--- src/rtl/wb_initiator_pkg.sv ---
// Shared types and constants for the single-transfer Wishbone initiator.
package wb_initiator_pkg;

  typedef enum logic [1:0] {
    ST_IDLE = 2'd0,
    ST_BUS  = 2'd1,
    ST_RESP = 2'd2
  } state_e;

  localparam int unsigned TIMEOUT_CYCLES_DEF = 255;
  localparam int unsigned CNT_W              = 8;
  localparam int unsigned ERR_W              = 8;

endpackage : wb_initiator_pkg

--- src/rtl/wb_initiator_timeout_ctr.sv ---
// Per-transfer wait counter with a saturating count of transfers that timed out.
module wb_timeout_ctr
  import wb_initiator_pkg::*;
(
  input  logic             wb_clk_i,
  input  logic             wb_rst_i,
  input  logic             clear,
  input  logic             enable,
  input  logic             ack,
  input  logic [CNT_W-1:0] limit,
  output logic             expired,
  output logic [ERR_W-1:0] err_count
);

  logic [CNT_W-1:0] count_q;

  // Expiry marks the last allowed wait cycle; an ACK in that cycle still wins.
  assign expired = enable && (count_q == (limit - CNT_W'(1)));

  always_ff @(posedge wb_clk_i) begin
    if (wb_rst_i) begin
      count_q   <= '0;
      err_count <= '0;
    end else begin
      if (clear) begin
        count_q <= '0;
      end else if (enable) begin
        count_q <= count_q + CNT_W'(1);
      end
      if (expired && !ack && (err_count != {ERR_W{1'b1}})) begin
        err_count <= err_count + ERR_W'(1);
      end
    end
  end

endmodule : wb_timeout_ctr

--- src/rtl/wb_initiator.sv ---
// Wishbone classic initiator: one command in, one bus cycle, one response out.
module wb_initiator
  import wb_initiator_pkg::*;
#(
  parameter int unsigned TIMEOUT_CYCLES = TIMEOUT_CYCLES_DEF,
  parameter int unsigned ADR_W          = 32,
  parameter int unsigned DAT_W          = 32
) (
  input  logic               wb_clk_i,
  input  logic               wb_rst_i,
  input  logic               cmd_valid,
  output logic               cmd_ready,
  input  logic               cmd_we,
  input  logic [ADR_W-1:0]   cmd_adr,
  input  logic [DAT_W-1:0]   cmd_dat,
  input  logic [DAT_W/8-1:0] cmd_sel,
  output logic               rsp_valid,
  input  logic               rsp_ready,
  output logic [DAT_W-1:0]   rsp_dat,
  output logic               rsp_err,
  output logic               wbm_cyc_o,
  output logic               wbm_stb_o,
  output logic               wbm_we_o,
  output logic [DAT_W/8-1:0] wbm_sel_o,
  output logic [ADR_W-1:0]   wbm_adr_o,
  output logic [DAT_W-1:0]   wbm_dat_o,
  input  logic               wbm_ack_i,
  input  logic [DAT_W-1:0]   wbm_dat_i,
  output logic [ERR_W-1:0]   err_count
);

  localparam int unsigned SEL_W = DAT_W / 8;

  state_e           state_q, state_d;
  logic             cmd_ready_d;
  logic             rsp_valid_d;
  logic [DAT_W-1:0] rsp_dat_d;
  logic             rsp_err_d;
  logic             cyc_d;
  logic             load_cmd;
  logic             ctr_clear;
  logic             ctr_enable;
  logic             expired;

  assign ctr_enable = (state_q == ST_BUS);

  wb_timeout_ctr u_timeout_ctr (
    .wb_clk_i  (wb_clk_i),
    .wb_rst_i  (wb_rst_i),
    .clear     (ctr_clear),
    .enable    (ctr_enable),
    .ack       (wbm_ack_i),
    .limit     (CNT_W'(TIMEOUT_CYCLES)),
    .expired   (expired),
    .err_count (err_count)
  );

  // Next-state and next-output logic; every output is registered below.
  always_comb begin
    state_d     = state_q;
    cmd_ready_d = cmd_ready;
    rsp_valid_d = rsp_valid;
    rsp_dat_d   = rsp_dat;
    rsp_err_d   = rsp_err;
    cyc_d       = wbm_cyc_o;
    load_cmd    = 1'b0;
    ctr_clear   = 1'b0;
    unique case (state_q)
      ST_IDLE: begin
        if (cmd_valid && cmd_ready) begin
          load_cmd    = 1'b1;
          ctr_clear   = 1'b1;
          cyc_d       = 1'b1;
          cmd_ready_d = 1'b0;
          state_d     = ST_BUS;
        end
      end
      ST_BUS: begin
        if (wbm_ack_i) begin
          cyc_d       = 1'b0;
          rsp_valid_d = 1'b1;
          rsp_dat_d   = wbm_we_o ? '0 : wbm_dat_i;
          rsp_err_d   = 1'b0;
          state_d     = ST_RESP;
        end else if (expired) begin
          cyc_d       = 1'b0;
          rsp_valid_d = 1'b1;
          rsp_dat_d   = '0;
          rsp_err_d   = 1'b1;
          state_d     = ST_RESP;
        end
      end
      ST_RESP: begin
        if (rsp_ready) begin
          rsp_valid_d = 1'b0;
          cmd_ready_d = 1'b1;
          state_d     = ST_IDLE;
        end
      end
      default: begin
        cyc_d       = 1'b0;
        rsp_valid_d = 1'b0;
        cmd_ready_d = 1'b1;
        state_d     = ST_IDLE;
      end
    endcase
  end

  always_ff @(posedge wb_clk_i) begin
    if (wb_rst_i) begin
      state_q   <= ST_IDLE;
      cmd_ready <= 1'b1;
      rsp_valid <= 1'b0;
      rsp_dat   <= '0;
      rsp_err   <= 1'b0;
      wbm_cyc_o <= 1'b0;
      wbm_stb_o <= 1'b0;
      wbm_we_o  <= 1'b0;
      wbm_sel_o <= '0;
      wbm_adr_o <= '0;
      wbm_dat_o <= '0;
    end else begin
      state_q   <= state_d;
      cmd_ready <= cmd_ready_d;
      rsp_valid <= rsp_valid_d;
      rsp_dat   <= rsp_dat_d;
      rsp_err   <= rsp_err_d;
      wbm_cyc_o <= cyc_d;
      wbm_stb_o <= cyc_d;
      // Payload is held between transfers; only CYC/STB qualify the bus.
      if (load_cmd) begin
        wbm_we_o  <= cmd_we;
        wbm_sel_o <= SEL_W'(cmd_sel);
        wbm_adr_o <= cmd_adr;
        wbm_dat_o <= cmd_dat;
      end
    end
  end

endmodule : wb_initiator
--- config.mk ---
export PLATFORM = sky130hd
export DESIGN_NAME = wb_initiator
export DESIGN_NICKNAME = d
export VERILOG_FILES = /design/src/rtl/wb_initiator_pkg.sv /design/src/rtl/wb_initiator_timeout_ctr.sv /design/src/rtl/wb_initiator.sv
export SDC_FILE = /design/constraint.sdc
export NUM_CORES = 1
export LEC_CHECK = 0
export ABC_AREA = 1
export CORE_MARGIN = 5
export CORE_UTILIZATION = 43
export CTS_CLUSTER_DIAMETER = 150
export DETAILED_ROUTE_END_ITERATION = 8
export GPL_TIMING_DRIVEN = 0
export PLACE_DENSITY = 0.81
export SLEW_MARGIN = 0
export SYNTH_ARGS = -nofsm -noshare
export SYNTH_HDL_FRONTEND = slang
export SYNTH_HIERARCHICAL = 1
export SYNTH_SLANG_ARGS = --single-unit
--- constraint.sdc ---
create_clock -name wb_clk_i -period 2.34 [get_ports wb_clk_i]
set_input_delay 0.468 -clock wb_clk_i [delete_from_list [all_inputs] [get_ports wb_clk_i]]
set_output_delay 0.468 -clock wb_clk_i [all_outputs]
set_load 0.005 [all_outputs]
# --- After elaboration in Yosys (flattened, before gate mapping) ---
# Index checks and enable logic that the tools add are counted.
op_classes:
  eq_ne: 7
  n_div: 0
  bitwise_logic: 3
  order_cmp: 0
  n_reduce_logical: 13
  shifts: 0
  n_addsub: 2
  muxes: 22
  multipliers: 0
ops:
  columns: ["operator", "n"]
  rows:
  - ["$mux 32", 3]
  - ["$add 8x1->8 const B", 2]
  - ["$reduce_and 3->1", 4]
  - ["$mux 1", 11]
  - ["$pmux 1 s3", 3]
  - ["$eq 8x8->1 const B", 1]
  - ["$mux 2", 4]
  - ["$ne 8x8->1 const B", 1]
  - ["$pmux 2 s3", 1]
  - ["$logic_and 1x1->1", 4]
  - ["$ne 2x2->1 const B", 2]
  - ["$ne 3x3->1 const B", 1]
  - ["$not 1->1", 3]
  - ["$eq 2x1->1 const B", 1]
  - ["$eq 2x2->1 const B", 1]
  - ["$logic_not 2->1", 1]
  - ["$reduce_and 2->1", 1]
  - ["$reduce_bool 2->1", 1]
  - ["$reduce_or 2->1", 1]
  - ["$logic_not 1->1", 1]
word_totals:
  input_bits: 106
  out_inout_bits: 114
  mem_bits_ro: 0
  latch_bits: 0
  regBits: 123
  memories: 0
  ram_bits: 0

# --- Depth between registers and ports, before layout ---
logic_depth:
  word_depth: 5
  depth_mapped: 15
  depth_no_buf: 14

# --- Cells and area by module ---
# The synthesis kept the hierarchy.
modules_own_cells:
  columns: ["mod", "cells_per_inst", "instances", "area_each_um2"]
  rows:
  - ["wb_initiator", 480, 1, 3921.3]
  - ["wb_timeout_ctr", 192, 1, 1260.0]

# --- Worst setup path before layout ---
# OpenSTA, ideal clock, no wires.
synth_timing:
  path_type: "register to register"
  start: "register state_q[0]"
  end: "register rsp_dat[7]"
  setup_time_ps: 117
  period_less_slack_ps: 2119
  setup_slack_ps: 221
  t_arrival_ps: 2002
  path_stages_with_launch: 15
  required_ps: 2223
  cell_sequence: "dfxtp_1 inv_1 nor2_1 inv_2 a21oi_2 nand3_2 nor2_4 nand3_4 nor2_8 nor2_1 nor2_4 inv_2 buf_6 a21oi_1 nor2_1"
synth_between:
  elab_chain_len: 4
synth_lines:
  columns: ["element", "line", "source"]
  rows:
  - ["from (decl)", "wb_initiator.sv:34", "state_e state_q, state_d;"]
  - ["from (signal assigned)", "wb_initiator.sv:123", "state_q <= state_d;"]
  - ["$eq 2x1->1", "wb_initiator.sv:45", "assign ctr_enable = (state_q == ST_BUS);"]
  - ["via ctr_enable", "wb_initiator.sv:42", "logic ctr_enable;"]
  - ["$logic_and 1x1->1", "wb_initiator_timeout_ctr.sv:18", "assign expired = enable && (count_q == (limit - CNT_W'(1)));"]
  - ["via expired", "wb_initiator.sv:43", "logic expired;"]
  - ["$reduce_bool 2->1 (no line)", null, null]
  - ["$reduce_and 2->1 (no line)", null, null]
  - ["to (signal assigned)", "wb_initiator.sv:126", "rsp_dat <= rsp_dat_d;"]
  - ["to (decl)", "wb_initiator.sv:19", "output logic [DAT_W-1:0] rsp_dat,"]
# The timed path passes the listed nets, and every way through them passes these cells.
# A chain may end at the register's enable or synchronous reset.

# --- Worst setup path after layout ---
layout_timing:
  start: "register state_q[0]"
  end: "register rsp_err"
layout_between:
  elab_chain_len: 4
layout_lines:
  columns: ["element", "line", "source"]
  rows:
  - ["$eq 2x1->1", "wb_initiator.sv:45", null]
  - ["via ctr_enable", "wb_initiator.sv:42", null]
  - ["$logic_and 1x1->1", "wb_initiator_timeout_ctr.sv:18", null]
  - ["via expired", "wb_initiator.sv:43", null]
  - ["$reduce_bool 2->1 (no line)", null, null]
  - ["$reduce_and 2->1 (no line)", null, null]
  - ["to (signal assigned)", "wb_initiator.sv:127", "rsp_err <= rsp_err_d;"]
  - ["to (decl)", "wb_initiator.sv:20", "output logic rsp_err,"]
# The timed path passes the listed nets, and every way through them passes these cells.

==> impl_metrics.csv <==
group,metric,value,unit
yosys,async_reset_ff_share,0,%
die,core-area,11900,µm²
run_status,status,"finished clean",
timing,slew_violations,0,
global_routing,grt_pass1_wl,24500,µm
global_routing,grt_max_degree,17,
critical_path,critPathMaxFanout,9,
power,power,5.92,mW
yosys,synth_seq_area_share,47.5,%
timing,rsz0062_at_grt,"false",
drt,routed_wl,15500,µm
die,die-area,14300,µm²
yosys,avgSynthCellArea,7.71,µm²
clock_network,cts_tree,"built",
drt,via_per_inst,4.83,
critical_path,max_stage_delay,0.38,ns
critical_path,end_kind,"register",
clock_network,clk_pin_slew,0.05,ns
drt,via_count,5313,
critical_path,start_kind,"register",
placement,postPlaceCellArea,7640,µm²
run,drv_cap,0,
clock_network,numCtsBuffers,17,
yosys,synth_edf_count,0,
critical_path,critical_path_class,"reg -> reg",
cells_and_area,final_core_util,69.5,%
yosys,yosys.area.top_type,"dfxtp_1",
power,ir_drop,559,µV
power,powerDensity,716,nW/µm²
critical_path,slowest_stage,"dfxtp_1",
timing,setup_violations,0,
drt,drt_iter0_markers,279,
critical_path,path_delay_family,"simple AND/OR/NAND/NOR gates",
critical_path,cp.required,2.63,ns
global_routing,overflow,0,
die,rows,40,
timing,tns,0,ns
critical_path,path_cells,"inv_1 -> nor2_4 -> inv_2 -> a21oi_2 -> nand3_2 -> nor2_4 -> nand3_4 -> nor2_8 -> nor2_1 -> nor2_4 -> buf_12 -> buf_2 -> buf_4 -> a21oi_1",
clock_network,clock-sinks,123,
yosys,syn-instance-count,672,
die,dieHeight,120,µm
die,io_pins,220,
placement,place_hpwl,11400,µm
cells_and_area,antennaDiodeCount,0,
drt,wl_per_cell,14.1,µm
critical_path,worstPathArrival,2.46,ns
timing,timing.hold.ws,0.464,ns
clock_network,clockBufferDepth,2,
critical_path,critPathBufInv,5,
yosys,synth_top_area_share,47.5,%
cells_and_area,fin_area,8270,µm²
timing,period_share,92.9,%
global_routing,antenna_found_initial,0,
power,leakagePower,3.36,nW
die,initial_core_util,43.5,%
cells_and_area,syn_to_final_growth,59.7,%
yosys,syn_area,5180,µm²
cells_and_area,drive_above_1_share,11.6,%
drt,dr.pass1.iters,5,
timing,worst_clock_skew,0.00560,ns
yosys,synthFlopType,"dfxtp_1",
clock_network,cts_max_level,4,
hold_path,hp-class,"reg -> reg",
die,die_w,120,µm
global_routing,track_usage,21.4,%
placement,port-buffer-count,219,
yosys,synth_warnings,6,
timing,clock.fmax,460,MHz
drt,drc,0,
cells_and_area,n_fill_cell,978,
timing,post-route-min-period,2.17,ns
drt,antenna_left,0,
cells_and_area,nNetsFinal,1048,
clock_network,ctsHoldBuffers,0,
placement,gp_congestion,0.834,
clock_network,clkLatencyLatePin,0.42,ns
clock_network,root_buffer,"clkbuf_16",
timing,hold_viol,0,
yosys,synth_cell_type_count,33,
yosys,synthTopCellsByArea,"dfxtp_1 48%, nor2_1 12%, o21ai_0 7.0%",
critical_path,crit_path_frequent_cell,"nor2_4",
global_routing,grt_pass1_vias,5071,
yosys,ys_ff_latch,123,
## cells in the mapped netlist, types with 2 or more instances
cell,count
nand3_2,3
nor3_1,5
nand2_2,11
buf_2,8
nor3b_1,5
o21ai_0,72
nor2_4,5
ha_1,3
nand4_1,12
nand3_4,2
buf_6,16
nand3_1,50
xnor2_1,3
inv_1,31
nor2_2,12
nor2_1,159
a21oi_1,40
dfxtp_1,123
nor2_8,2
a21oi_2,3
buf_4,3
inv_2,7
nand2_1,78
clkbuf_1,10
## report_power, final
group	internal, mW	leakage, nW	total (mW)	switching, mW
Clock	1.51	0.265	2.40	0.893
Combinational	0.648	2.08	1.16	0.515
Sequential	2.27	1.01	2.36	0.0886
## placed cells by master (no fill, tap or decap), drive strengths merged, types with 22 or more instances in the layout
master,count
clkdlybuf4s50,219
nor2,178
dfxtp,123
nand2,90
o21ai,73
nand3,55
a21oi,43
inv,39
buf,35
clkbuf,35
conb,22
## kinds of logic (layout without fill, tap and decap cells)
family          Yosys count  in the layout  synth area share [%]
compound gates          116            116                  11.4
xor+xnor                  4              4                 0.676
buf+inv                  76            335                  8.33
flops                   123            123                  47.5
fa+ha+maj                 3              3                 0.725
other cells               1             22                0.0724
simple gates            349            349                  31.2
## stage by stage
step	setup slack [ns]	instances
4_1_cts	0.0227	1091
2_1_floorplan	0.221	693
3_5_place_dp	-0.212	1059
3_3_place_gp	-0.138	1059
5_1_grt	0.00940	1099
6_report	0.167	1099
## routing by layer
| layer | vias to the layer above | track usage [%] | part of all wire [%] |
|---|---|---|---|
| met4 | 0 | 8.59 | 2.4 |
| met5 | - | 0 | 0 |
| li1 | 2696 | - | - |
| met1 | 2368 | 23.4 | 39 |
| met2 | 222 | 34.9 | 47 |
| met3 | 27 | 11.4 | 12 |
## worst register-to-register path, cell delays in order (launching register included)
cell     delay (ns)
dfxtp_1        0.38
inv_1          0.11
nor2_4         0.14
inv_2          0.05
a21oi_2        0.11
nand3_2        0.12
nor2_4         0.16
nand3_4        0.11
nor2_8         0.14
nor2_1         0.10
nor2_4         0.13
buf_12         0.13
buf_2          0.17
buf_4          0.13
a21oi_1        0.06
## state kept, by name, indices dropped and copies added (netlist names), 2 cells and up
register,flops
u_timeout_ctr/count_q,8
state_q,2
wbm_sel_o,4
wbm_dat_o,32
wbm_adr_o,32
u_timeout_ctr/err_count,8
rsp_dat,32
## worst paths after layout
kind / to / cells after the start / startpoint / slack [ns]
max reg2reg: rsp_err$_SDFFE_PP0P_ / 14 / state_q[0]$_SDFFE_PP0P_ / 0.17
min: rsp_dat[10]$_SDFFE_PP0P_ / 2 / rsp_dat[10]$_SDFFE_PP0P_ / 0.46
min reg2reg: rsp_dat[10]$_SDFFE_PP0P_ / 2 / rsp_dat[10]$_SDFFE_PP0P_ / 0.46
max: rsp_err$_SDFFE_PP0P_ / 14 / state_q[0]$_SDFFE_PP0P_ / 0.17
## layout make-up
type,instances,area [µm²],area share (%)
plain buffers,37,295,3.57
clock buffers,25,475,5.75
clock inverters,7,66.3,0.802
inverters,39,154,1.86
multi-input cells,494,2370,28.7
flip-flops and latches,123,2460,29.8
well taps,147,184,2.22
repair buffers,227,2260,27.3
## what timing repair did
action / 4_1_cts / 5_1_grt
setup endpoints to repair: 33 / 32
gates resized for setup: 4 / 5
pin swaps: 1 / 3
buffers inserted: 0 / 7
cloned: 0 / 1
Note: power is estimated with default switching activity, not from simulation.
